<file path="src/rtl/dma_pkg.sv">
// Shared definitions for the DMA configuration master: register offsets of the
// DMA responder and the master's FSM state encoding.
// No ports (package).
package dma_pkg;

    localparam int unsigned REG_W = 32;

    // Responder register map
    localparam logic [REG_W-1:0] REG_INTR     = 32'h0000_0400;
    localparam logic [REG_W-1:0] REG_CTRL     = 32'h0000_0404;
    localparam logic [REG_W-1:0] REG_IO_ADDR  = 32'h0000_0408;
    localparam logic [REG_W-1:0] REG_MEM_ADDR = 32'h0000_040C;

    typedef enum logic [3:0] {
        IDLE,
        WR_IO,
        WR_MEM,
        WR_CTRL,
        RD_REQ,
        RD_WAIT,
        GAP,
        CLR,
        FIN
    } dma_state_e;

endpackage

</file>
<file path="src/rtl/dma_cfg_master_if.sv">
// Register-bus interface between the DMA configuration master and the DMA
// register responder.
//   addr  : beat address            (master -> slave)
//   wr_en : 1 = write, 0 = read     (master -> slave)
//   valid : one-cycle beat strobe   (master -> slave)
//   wdata : write data              (master -> slave)
//   rdata : read data, valid the cycle after a read beat (slave -> master)
interface dma_cfg_master_if #(
    parameter int unsigned ADDR_WIDTH = 32,
    parameter int unsigned DATA_WIDTH = 32
);
    logic [ADDR_WIDTH-1:0] addr;
    logic                  wr_en;
    logic                  valid;
    logic [DATA_WIDTH-1:0] wdata;
    logic [DATA_WIDTH-1:0] rdata;

    modport master (output addr, output wr_en, output valid, output wdata, input rdata);
    modport slave  (input addr, input wr_en, input valid, input wdata, output rdata);
endinterface

</file>
<file path="src/rtl/dma_cfg_master.sv">
// DMA configuration master: programs IO address, memory address and control
// word into the DMA responder, polls the interrupt status register until it
// reads non-zero, clears it, and reports completion.
// Optional poll timeout compiled in with DMA_CFG_TIMEOUT_EN.
// Ports:
//   clk, reset (async, active low)
//   start, io_addr_in, mem_addr_in, ctrl_in : job request and its parameters
//   busy, done, error, intr_status          : job status (all registered)
//   bus                                     : register-bus master modport
module dma_cfg_master
    import dma_pkg::*;
#(
    parameter int unsigned ADDR_WIDTH = 32,
    parameter int unsigned DATA_WIDTH = 32,
    parameter int unsigned POLL_GAP   = 4,
    parameter int unsigned POLL_LIMIT = 1024
) (
    input  logic                  clk,
    input  logic                  reset,
    input  logic                  start,
    input  logic [DATA_WIDTH-1:0] io_addr_in,
    input  logic [DATA_WIDTH-1:0] mem_addr_in,
    input  logic [DATA_WIDTH-1:0] ctrl_in,
    output logic                  busy,
    output logic                  done,
    output logic                  error,
    output logic [DATA_WIDTH-1:0] intr_status,
    dma_cfg_master_if.master      bus
);

    localparam int unsigned GAP_W = (POLL_GAP > 1) ? $clog2(POLL_GAP) : 1;

    if (POLL_GAP < 1 || POLL_LIMIT < 1) begin : g_bad_params
        $error("dma_cfg_master: POLL_GAP and POLL_LIMIT must be >= 1");
    end

    dma_state_e            state, state_next;
    logic [GAP_W-1:0]      gap_cnt, gap_cnt_d;
    logic [DATA_WIDTH-1:0] mem_q, ctrl_q;
    logic                  accept_c;
    logic                  timed_out_c;

    logic                  valid_d, wr_en_d, busy_d, done_d;
    logic [ADDR_WIDTH-1:0] addr_d;
    logic [DATA_WIDTH-1:0] wdata_d, intr_d;

    assign accept_c = (state == IDLE) && start;

`ifdef DMA_CFG_TIMEOUT_EN
    localparam int unsigned RD_W = $clog2(POLL_LIMIT + 1);
    logic [RD_W-1:0] rd_cnt;

    // Status reads issued in the current job
    always_ff @(posedge clk or negedge reset) begin
        if (!reset)                 rd_cnt <= '0;
        else if (accept_c)          rd_cnt <= '0;
        else if (state == RD_REQ)   rd_cnt <= rd_cnt + RD_W'(1);
    end

    assign timed_out_c = (rd_cnt == RD_W'(POLL_LIMIT));

    // Error only on the RD_WAIT -> FIN shortcut, so it coincides with done
    always_ff @(posedge clk or negedge reset) begin
        if (!reset) error <= 1'b0;
        else        error <= (state == RD_WAIT) && (state_next == FIN);
    end
`else
    assign timed_out_c = 1'b0;
    assign error       = 1'b0;
`endif

    // State register and gap counter
    always_ff @(posedge clk or negedge reset) begin
        if (!reset) begin
            state   <= IDLE;
            gap_cnt <= '0;
        end else begin
            state   <= state_next;
            gap_cnt <= gap_cnt_d;
        end
    end

    // Next-state logic
    always_comb begin
        state_next = state;
        gap_cnt_d  = gap_cnt;
        case (state)
            IDLE:    if (start) state_next = WR_IO;
            WR_IO:   state_next = WR_MEM;
            WR_MEM:  state_next = WR_CTRL;
            WR_CTRL: state_next = RD_REQ;
            RD_REQ:  state_next = RD_WAIT;
            RD_WAIT: begin
                if (bus.rdata != '0) begin
                    state_next = CLR;
                end else if (timed_out_c) begin
                    state_next = FIN;
                end else begin
                    state_next = GAP;
                    gap_cnt_d  = '0;
                end
            end
            GAP: begin
                if (gap_cnt == GAP_W'(POLL_GAP - 1)) state_next = RD_REQ;
                else                                 gap_cnt_d  = gap_cnt + GAP_W'(1);
            end
            CLR:     state_next = FIN;
            FIN:     state_next = IDLE;
            default: state_next = IDLE;
        endcase
    end

    // Output decode from the next state so each registered output lines up
    // with the state it belongs to; bus fields hold when no beat is issued.
    always_comb begin
        valid_d = 1'b0;
        wr_en_d = bus.wr_en;
        addr_d  = bus.addr;
        wdata_d = bus.wdata;
        busy_d  = (state_next != IDLE);
        done_d  = (state_next == FIN);
        intr_d  = intr_status;
        case (state_next)
            WR_IO: begin
                // io address is taken straight from the input on accept; the
                // wdata register holds it for the beat
                valid_d = 1'b1;
                wr_en_d = 1'b1;
                addr_d  = ADDR_WIDTH'(REG_IO_ADDR);
                wdata_d = io_addr_in;
            end
            WR_MEM: begin
                valid_d = 1'b1;
                wr_en_d = 1'b1;
                addr_d  = ADDR_WIDTH'(REG_MEM_ADDR);
                wdata_d = mem_q;
            end
            WR_CTRL: begin
                valid_d = 1'b1;
                wr_en_d = 1'b1;
                addr_d  = ADDR_WIDTH'(REG_CTRL);
                wdata_d = ctrl_q;
            end
            RD_REQ: begin
                valid_d = 1'b1;
                wr_en_d = 1'b0;
                addr_d  = ADDR_WIDTH'(REG_INTR);
            end
            CLR: begin
                valid_d = 1'b1;
                wr_en_d = 1'b1;
                addr_d  = ADDR_WIDTH'(REG_INTR);
                wdata_d = '0;
            end
            default: ;
        endcase
        if ((state == RD_WAIT) && (bus.rdata != '0)) intr_d = bus.rdata;
    end

    // Output registers
    always_ff @(posedge clk or negedge reset) begin
        if (!reset) begin
            bus.valid   <= 1'b0;
            bus.wr_en   <= 1'b0;
            bus.addr    <= '0;
            bus.wdata   <= '0;
            busy        <= 1'b0;
            done        <= 1'b0;
            intr_status <= '0;
        end else begin
            bus.valid   <= valid_d;
            bus.wr_en   <= wr_en_d;
            bus.addr    <= addr_d;
            bus.wdata   <= wdata_d;
            busy        <= busy_d;
            done        <= done_d;
            intr_status <= intr_d;
        end
    end

    // Job parameters captured on accept
    always_ff @(posedge clk or negedge reset) begin
        if (!reset) begin
            mem_q  <= '0;
            ctrl_q <= '0;
        end else if (accept_c) begin
            mem_q  <= mem_addr_in;
            ctrl_q <= ctrl_in;
        end
    end

endmodule

</file>
<file path="src/flat_wrapper.sv">
// flat-port wrapper written by rule: the top's interface ports become plain ports
module dma_cfg_master_flat import dma_pkg::*;
#(
    parameter int unsigned ADDR_WIDTH = 32,
    parameter int unsigned DATA_WIDTH = 32,
    parameter int unsigned POLL_GAP   = 4,
    parameter int unsigned POLL_LIMIT = 1024
)
  (clk, reset, start, io_addr_in, mem_addr_in, ctrl_in, busy, done, error, intr_status, bus_addr, bus_wr_en, bus_valid, bus_wdata, bus_rdata);
  dma_cfg_master_if #(.ADDR_WIDTH(ADDR_WIDTH), .DATA_WIDTH(DATA_WIDTH)) bus_i ();
  input  logic clk;
  input  logic reset;
  input  logic start;
  input  logic [DATA_WIDTH-1:0] io_addr_in;
  input  logic [DATA_WIDTH-1:0] mem_addr_in;
  input  logic [DATA_WIDTH-1:0] ctrl_in;
  output logic busy;
  output logic done;
  output logic error;
  output logic [DATA_WIDTH-1:0] intr_status;
  output wire logic [$bits(bus_i.addr)-1:0] bus_addr;
  output wire logic [$bits(bus_i.wr_en)-1:0] bus_wr_en;
  output wire logic [$bits(bus_i.valid)-1:0] bus_valid;
  output wire logic [$bits(bus_i.wdata)-1:0] bus_wdata;
  input wire logic [$bits(bus_i.rdata)-1:0] bus_rdata;
  assign bus_addr = bus_i.addr;
  assign bus_wr_en = bus_i.wr_en;
  assign bus_valid = bus_i.valid;
  assign bus_wdata = bus_i.wdata;
  assign bus_i.rdata = bus_rdata;
  dma_cfg_master #(.ADDR_WIDTH(ADDR_WIDTH), .DATA_WIDTH(DATA_WIDTH), .POLL_GAP(POLL_GAP), .POLL_LIMIT(POLL_LIMIT)) u_core (.clk(clk), .reset(reset), .start(start), .io_addr_in(io_addr_in), .mem_addr_in(mem_addr_in), .ctrl_in(ctrl_in), .busy(busy), .done(done), .error(error), .intr_status(intr_status), .bus(bus_i));
endmodule
</file>
<file path="config.mk">
export PLATFORM = sky130hd
export DESIGN_NAME = dma_cfg_master_flat
export DESIGN_NICKNAME = d
export VERILOG_FILES = /design/src/rtl/dma_pkg.sv /design/src/rtl/dma_cfg_master_if.sv /design/src/rtl/dma_cfg_master.sv /design/src/flat_wrapper.sv
export SDC_FILE = /design/constraint.sdc
export NUM_CORES = 1
export LEC_CHECK = 0
export CAP_MARGIN = 5
export CORE_UTILIZATION = 30
export DETAILED_ROUTE_END_ITERATION = 8
export GPL_ROUTABILITY_DRIVEN = 0
export SLEW_MARGIN = 25
export SYNTH_ARGS = -nofsm -noshare
export SYNTH_HDL_FRONTEND = slang
export SYNTH_SLANG_ARGS = --single-unit
export TNS_END_PERCENT = 20
</file>
<file path="constraint.sdc">
create_clock -name clk -period 2.1 [get_ports clk]
set_clock_uncertainty 0.05 [all_clocks]
set_input_delay 0.42 -clock clk [delete_from_list [all_inputs] [get_ports clk]]
set_output_delay 0.42 -clock clk [all_outputs]
set_load 0.03 [all_outputs]
</file>
==> metrics.cfg, run 1 <==
[status]
status = finished clean

[sta]
hold_viol_final = 0
finalCriticalPeriod_ps = 2040
setup_viol = 0
slew_headroom_pct = 65.4
fmax_ghz = 0.489
drv_slew = 0
finalCritPeriodShare_pct = 97.3
worst_pin_slew_ps = 519

[routing]
drtIter0Drc = 168
drtPass1Iterations = 4
vias = 4587
viasPerCell = 4.74
ant_nets = 0
wl_per_cell_um = 17.0
route.detailed.drc = 0
routed_wl_mm = 16.4

[critical_path]
worstSetupEndpointType = register
cp-start-kind = input pin
crit_fanout = 30
reg2reg_depth = 5
critical_path_class = input pin to register
worstPathArrival_ps = 2290
required_ps = 2350

[synth]
synth_top_area_share_pct = 55.7
synthesis.area_mm2 = 0.00634
synth_area_leaders = dfrtp_1 (56%), mux2_2 (12%), mux2_1 (5.3%)
synth_area_per_cell_um2 = 13.8
synth-seq-area-share_pct = 55.7
ys_seq_elements = 141
yosys_warnings = 0
yosys.area.top_type = dfrtp_1
syn_inst = 460
ys.flop_type = dfrtp_1
yosys.cell_types.count = 42
synth-edff-count = 0
async_flop_share_pct = 100

[floorplanning]
die_x_um = 147
die_area_mm2 = 0.0217
start_util_pct = 30.9
dieHeight_um = 147
ios = 232
rows = 52
design.core.area_mm2 = 0.0205

[clock_network]
clkLatencyLatePin_ps = 410
cts_htree_levels = 4
max-clock-path-buffers = 2
clk_pin_slew_ps = 60
cts_num_sinks = 141
tritoncts = yes
clockRootBuffer = clkbuf_16
numCtsBuffers = 17

[finish]
postLayoutCoreUtil_pct = 46.0
fin_nets = 814
final_cell_mix = clkdlybuf4s50_1 (199), dfrtp_1 (141), mux2_2 (66)
syn2layout_area_growth_pct = 48.9
final_common_cell = clkdlybuf4s50_1
drive_above_1_share_pct = 22.0

[hold_path]
hp-class = input pin to register
min_path_cells = 2

[power_and_ir_drop]
ir_worst_vdd_v = 0.000727
leakage_nw = 4.06
power_density_mw_per_mm2 = 1620
fin_total_pwr_mw = 15.3

[placement]
numPortBuffers = 201
place.detailed.hpwl_mm = 11.7

[run]
max_cap_violations = 0

[global_route]
overflow = 0
track_usage_pct = 15.7
grt_pass1_wl_mm = 26.5
antenna_found_initial = 2
grt_pass1_vias = 5070
grt_max_degree = 50

==> cells by family (layout without fill, tap and decap cells) <==
group	count (synthesis)	after routing	synth area share, %
fa+ha+maj	1	1	0.197
xor+xnor	2	2	0.277
flops	141	141	55.7
simple gates	40	40	3.89
other cells	1	32	0.0592
buf+inv	66	272	7.13
mux	128	128	22.1
compound gates	81	81	10.6
==> through the flow <==
step | TNS (ps) | std cells | hold WS, ps | setup slack (ps) | area, um2
4_1_cts | 0 | 964 | 446 | 11.1 | 9390
3_3_place_gp | -23360 | 931 | 337 | -409 | 8760
5_1_grt | -52.3 | 967 | 274 | -7.44 | 9430
2_1_floorplan | 0 | 489 | 74.4 | 205 | 6440
6_report | 0 | 967 | 282 | 56.3 | 9430
3_5_place_dp | -25460 | 931 | 346 | -451 | 8760
==> where the power goes <==
| group | switching (mW) | total, mW | internal (mW) |
|---|---|---|---|
| Combinational | 3.80 | 7.32 | 3.52 |
| Clock | 1.15 | 3.09 | 1.94 |
| Sequential | 0.777 | 4.91 | 4.13 |
==> sequential cells by signal, summed over array words and instances (netlist names) <==
signal              cells
u_core.busy             1
u_core.bus.wr_en        1
u_core.bus.wdata       32
u_core.bus.valid        1
u_core.gap_cnt          2
u_core.ctrl_q          32
u_core.done             1
u_core.mem_q           32
u_core.intr_status     32
u_core.state            4
u_core.bus.addr         3
==> repair_timing <==
action,CTS,global route
pin swaps,1,1
buffers inserted,0,1
setup endpoints to repair,11,44
gates resized for setup,0,6
hold endpoints to repair,45,0
hold buffers,1,0
==> Yosys cell counts (all sizes together) (4+ instances only) <==
master    n
nor3      4
a211oi   32
a221oi   32
a21oi     5
dfrtp   141
clkbuf    8
nor2      6
mux2i    32
nand2     6
mux2     96
nand2b    5
nor4     10
buf      56
==> layout make-up <==
cell class | instances | area (um2)
inverter | 2 | 7.51
multi-input combinational | 282 | 2520
sequential | 141 | 3530
clock inverter | 13 | 160
antenna | 2 | 5.00
clock buffer | 19 | 453
tap | 270 | 338
timing repair buffer | 238 | 2420
fill | 1839 | 11100
==> critical path, cell delays in order <==
cell             delay, ps
clkdlybuf4s50_1        420
nor4_1                 390
nand4_1                140
buf_4                  170
o21bai_4               160
buf_12                 210
mux2_2                 360
==> metal layers <==
layer	vias up	global-route usage [%]	wire, um
met1	2291	18.1	6680
met3	16	5.25	1260
met4	0	6.60	270
li1	2113	-	-
met5	-	0	0
met2	167	26.7	8230
==> path summary, 6_finish.rpt <==
path                                     start                     end  slack [ps]
setup / recovery                 bus_rdata[21]   u_core.intr_status[4]          60
setup reg to reg               u_core.state[0]    u_core.bus.wdata[18]         210
min in group asynchronous                reset  u_core.intr_status[28]         450
max in group asynchronous                reset  u_core.intr_status[12]         890
hold reg to reg            u_core.bus.addr[10]     u_core.bus.addr[10]         430
hold / removal                    bus_rdata[5]   u_core.intr_status[5]         280
(Power assumes the default switching activity.)
==> run 2, diff against run 1 <==
- SKIP_CTS_REPAIR_TIMING: default -> 1
==> metrics.cfg, run 2 (synthesized netlist as in run 1, its figures left out) <==
[status]
status = finished clean

[finish]
postLayoutCoreUtil_pct = 46.0
stdcell_area_mm2 = 0.00943
final_common_cell = clkdlybuf4s50_1
final_cell_mix = clkdlybuf4s50_1 (199), dfrtp_1 (141), mux2_2 (66)
multiInputGateArea_mm2 = 0.00251
syn2layout_area_growth_pct = 48.8
register_area_mm2 = 0.00353
n_fill_cell = 1841
drive_above_1_share_pct = 21.9
fin_nets = 814
layout.cells.non_filler = 967

[critical_path]
worstSetupEndpointType = register
worstSetupStartpoint = bus_rdata[21]
reg2reg_depth = 5
r2r_start = u_core.state[0]
rr_endpoint = u_core.bus.wdata[18]
cp-start-kind = input pin
critical_path_class = input pin to register
worstPathArrival_ps = 2310
required_ps = 2350
crit_fanout = 30
crit_path_end = u_core.intr_status[4]
reg2reg_setup_slack_ps = 210

[routing]
ant_nets = 0
drtIter0Drc = 182
drtPass1Iterations = 4
route.detailed.drc = 0
wl_per_cell_um = 17.0
viasPerCell = 4.76
vias = 4600
routed_wl_mm = 16.4

[sta]
timing.final.ws_setup_ps = 37.9
finalCritPeriodShare_pct = 98.2
setup_viol = 0
fmax_ghz = 0.485
drv_slew = 0
finalCriticalPeriod_ps = 2060
setup_tns_ps = 0
hold_viol_final = 0
slew_headroom_pct = 65.3
worst_pin_slew_ps = 520

[power_and_ir_drop]
leakage_nw = 4.06
ir_worst_vdd_v = 0.000725
power_density_mw_per_mm2 = 1630

[floorplanning]
dieHeight_um = 147
rows = 52
die_area_mm2 = 0.0217
design.core.area_mm2 = 0.0205
die_x_um = 147
ios = 232
start_util_pct = 30.9

[placement]
post_dp_cell_area_mm2 = 0.00876
numPortBuffers = 201
place_ws_ps = -451
dp.cells = 931
place.detailed.hpwl_mm = 11.7

[run]
max_cap_violations = 0

[global_route]
grtUsageMet3_pct = 5.25
grt_pass1_vias = 5056
grt_max_degree = 50
busiest_layer = met2
grt_use_met1_pct = 18.1
overflow = 0
track_usage_pct = 15.7
use_met2_pct = 26.7
grt_pass1_wl_mm = 26.5
antenna_found_initial = 2

[clock_network]
numCtsBuffers = 17
cts_htree_levels = 4
cts_num_sinks = 141
max-clock-path-buffers = 2
clkLatencyLatePin_ps = 410
tritoncts = yes
clk_pin_slew_ps = 60
clockRootBuffer = clkbuf_16

[hold_path]
hp-class = input pin to register
min_path_cells = 2

run 2: cell types whose count changed in the layout (fill, tap and decap cells not counted):
cell,change
nor4_1,+1
nor4_2,-1
run 2: critical path: stages:
cell and delay (ps):
clkdlybuf4s50_1 430, nor4_1 400, nand4_1 140, buf_4 170, o21bai_4 160, buf_12 210, mux2_2 360
run 2: per-stage QoR:
stage | hold slack, ps | total power [mW]
after global placement | 337 | 12.1
after CTS | -107 | 15.5
after detailed placement | 346 | 12.3
after global routing | 274 | 16.2
after floorplan | 74.4 | 9.50
final | 281 | 15.3
run 2: layout make-up:
| cell class | count | area share (%) |
|---|---|---|
| multi-input cells | 282 | 26.7 |
| inverters | 2 | 0.0796 |
| repair buffers | 238 | 25.7 |
| clock buffers | 19 | 4.81 |
| diodes | 2 | 0.0531 |
| clock inverters | 13 | 1.70 |
| well taps | 270 | 3.58 |
| flip-flops and latches | 141 | 37.4 |
run 2: power by group:
group          switching (mW)  total [mW]  internal [mW]
Combinational            3.80        7.32           3.52
Sequential              0.777        4.91           4.13
Clock                    1.15        3.09           1.94
run 2: how the worst min path moves through the flow:
stage | start | to | slack (ps)
floorplan | reset | u_core.bus.addr[10] | 70
global placement | reset | u_core.intr_status[20] | 340
detailed placement | reset | u_core.intr_status[28] | 350
CTS | reset | u_core.intr_status[28] | -110
global route | bus_rdata[5] | u_core.intr_status[5] | 270
finish | bus_rdata[5] | u_core.intr_status[5] | 280
run 2: per-layer routing:
metal / wire, um / vias to the layer above
met1: 6670 / 2304
met3: 1260 / 15
met2: 8230 / 167
met5: 0 / -
li1: - / 2114
met4: 269 / 0
==> run 3, diff against run 2 <==
- clock period: 2.1 -> 1.95 ns (I/O delays scaled with it)
==> metrics.cfg, run 3 (synthesized netlist as in run 1, its figures left out) <==
[status]
status = finished clean

[critical_path]
worstSetupEndpointType = register
worstSetupStartpoint = bus_rdata[17]
crit_fanout = 7
crit_path_top_delay_cell = clkdlybuf4s50_1
critical_path_class = input pin to register
worstPathArrival_ps = 2180
cp_top_family = buffers and inverters
required_ps = 2190
critPathBufInv = 3
cp-start-kind = input pin
crit_path_cell_trace = clkdlybuf4s50_1, nor4_2, nand4_1, buf_4, o21bai_4, clkbuf_16, mux2_2
slowest_delay_ps = 450
r2r_start = u_core.state[1]

[clock_network]
clk_pin_slew_ps = 60
tritoncts = yes
cts_num_sinks = 141
clockRootBuffer = clkbuf_16
cts_htree_levels = 4
numCtsBuffers = 17
clkLatencyLatePin_ps = 400
max-clock-path-buffers = 2

[floorplanning]
design.core.area_mm2 = 0.0205
rows = 52
die_x_um = 147
die_area_mm2 = 0.0217
ios = 232
dieHeight_um = 147
start_util_pct = 30.9

[global_route]
grt_max_degree = 53
antenna_found_initial = 0
overflow = 0
grt_pass1_vias = 4925
grt_pass1_wl_mm = 26.1
track_usage_pct = 15.6

[finish]
drive_above_1_share_pct = 23.7
layout.cells.non_filler = 974
syn2layout_area_growth_pct = 53.1
register_area_mm2 = 0.00353
n_fill_cell = 1779
multiInputGateArea_mm2 = 0.00256
final_common_cell = clkdlybuf4s50_1
final_cell_mix = clkdlybuf4s50_1 (167), dfrtp_1 (140), mux2_2 (66)
postLayoutCoreUtil_pct = 47.3
fin_nets = 824
antenna_cells = 0
stdcell_area_mm2 = 0.00970

[routing]
vias = 4612
route.detailed.drc = 0
drtPass1Iterations = 4
wl_per_cell_um = 17.1
routed_wl_mm = 16.7
ant_nets = 0
drtIter0Drc = 150
viasPerCell = 4.74

[sta]
worst_pin_slew_ps = 514
setup_viol = 0
slew_headroom_pct = 65.8
finalCriticalPeriod_ps = 1940
fmax_ghz = 0.514
setup_tns_ps = 0
finalCritPeriodShare_pct = 99.7
fin_hold_ws_ps = 211
drv_slew = 0
timing.final.ws_setup_ps = 5.49
hold_viol_final = 0

[placement]
place_ws_ps = -562
numPortBuffers = 201
post_dp_cell_area_mm2 = 0.00882
place.detailed.hpwl_mm = 11.9
dp.cells = 937

[power_and_ir_drop]
leakage_nw = 4.45
power_density_mw_per_mm2 = 1740
fin_total_pwr_mw = 16.8
ir_worst_vdd_v = 0.000945

[hold_path]
hp-class = input pin to register
hp-start = bus_rdata[25]

[run]
max_cap_violations = 0

run 3: final timing paths:
check / to / slack, ps / cells after the start
max in group asynchronous: u_core.bus.wdata[30] / 810 / 3
worst max register to register: u_core.bus.addr[2] / 110 / 7
worst max-delay path: u_core.intr_status[7] / 5 / 7
min in group asynchronous: u_core.intr_status[20] / 460 / 2
worst min register to register: u_core.bus.addr[10] / 430 / 1
worst min-delay path: u_core.intr_status[25] / 210 / 2
run 3: area by class of cell:
class | instances | share of cell area [%]
Clock buffer | 19 | 4.56
Tap cell | 270 | 3.48
Multi-Input combinational cell | 282 | 26.4
Sequential cell | 141 | 36.4
Inverter | 2 | 0.0774
Clock inverter | 12 | 2.00
Timing Repair Buffer | 248 | 27.1
run 3: report_power, final:
part | leakage, nW | internal [mW] | switching (mW) | total [mW]
combinational | 2.46 | 3.91 | 4.16 | 8.07
clock | 0.309 | 2.29 | 1.20 | 3.49
sequential | 1.68 | 4.46 | 0.826 | 5.28
total | 4.45 | 10.7 | 6.18 | 16.8
run 3: layer usage:
metal	track usage [%]	share of wire [%]
met4	3.92	0.71
met1	18.9	42
met3	5.99	7.0
met5	0	0
met2	25.8	50
run 3: worst reg2reg max path, delay by kind of cell (launching register included):
kind / cells / cell delay [ps]
DFF: 1 / 460
and+or+nand+nor: 2 / 270
AOI/OAI and AO/OA: 2 / 470
buffers and inverters: 3 / 480
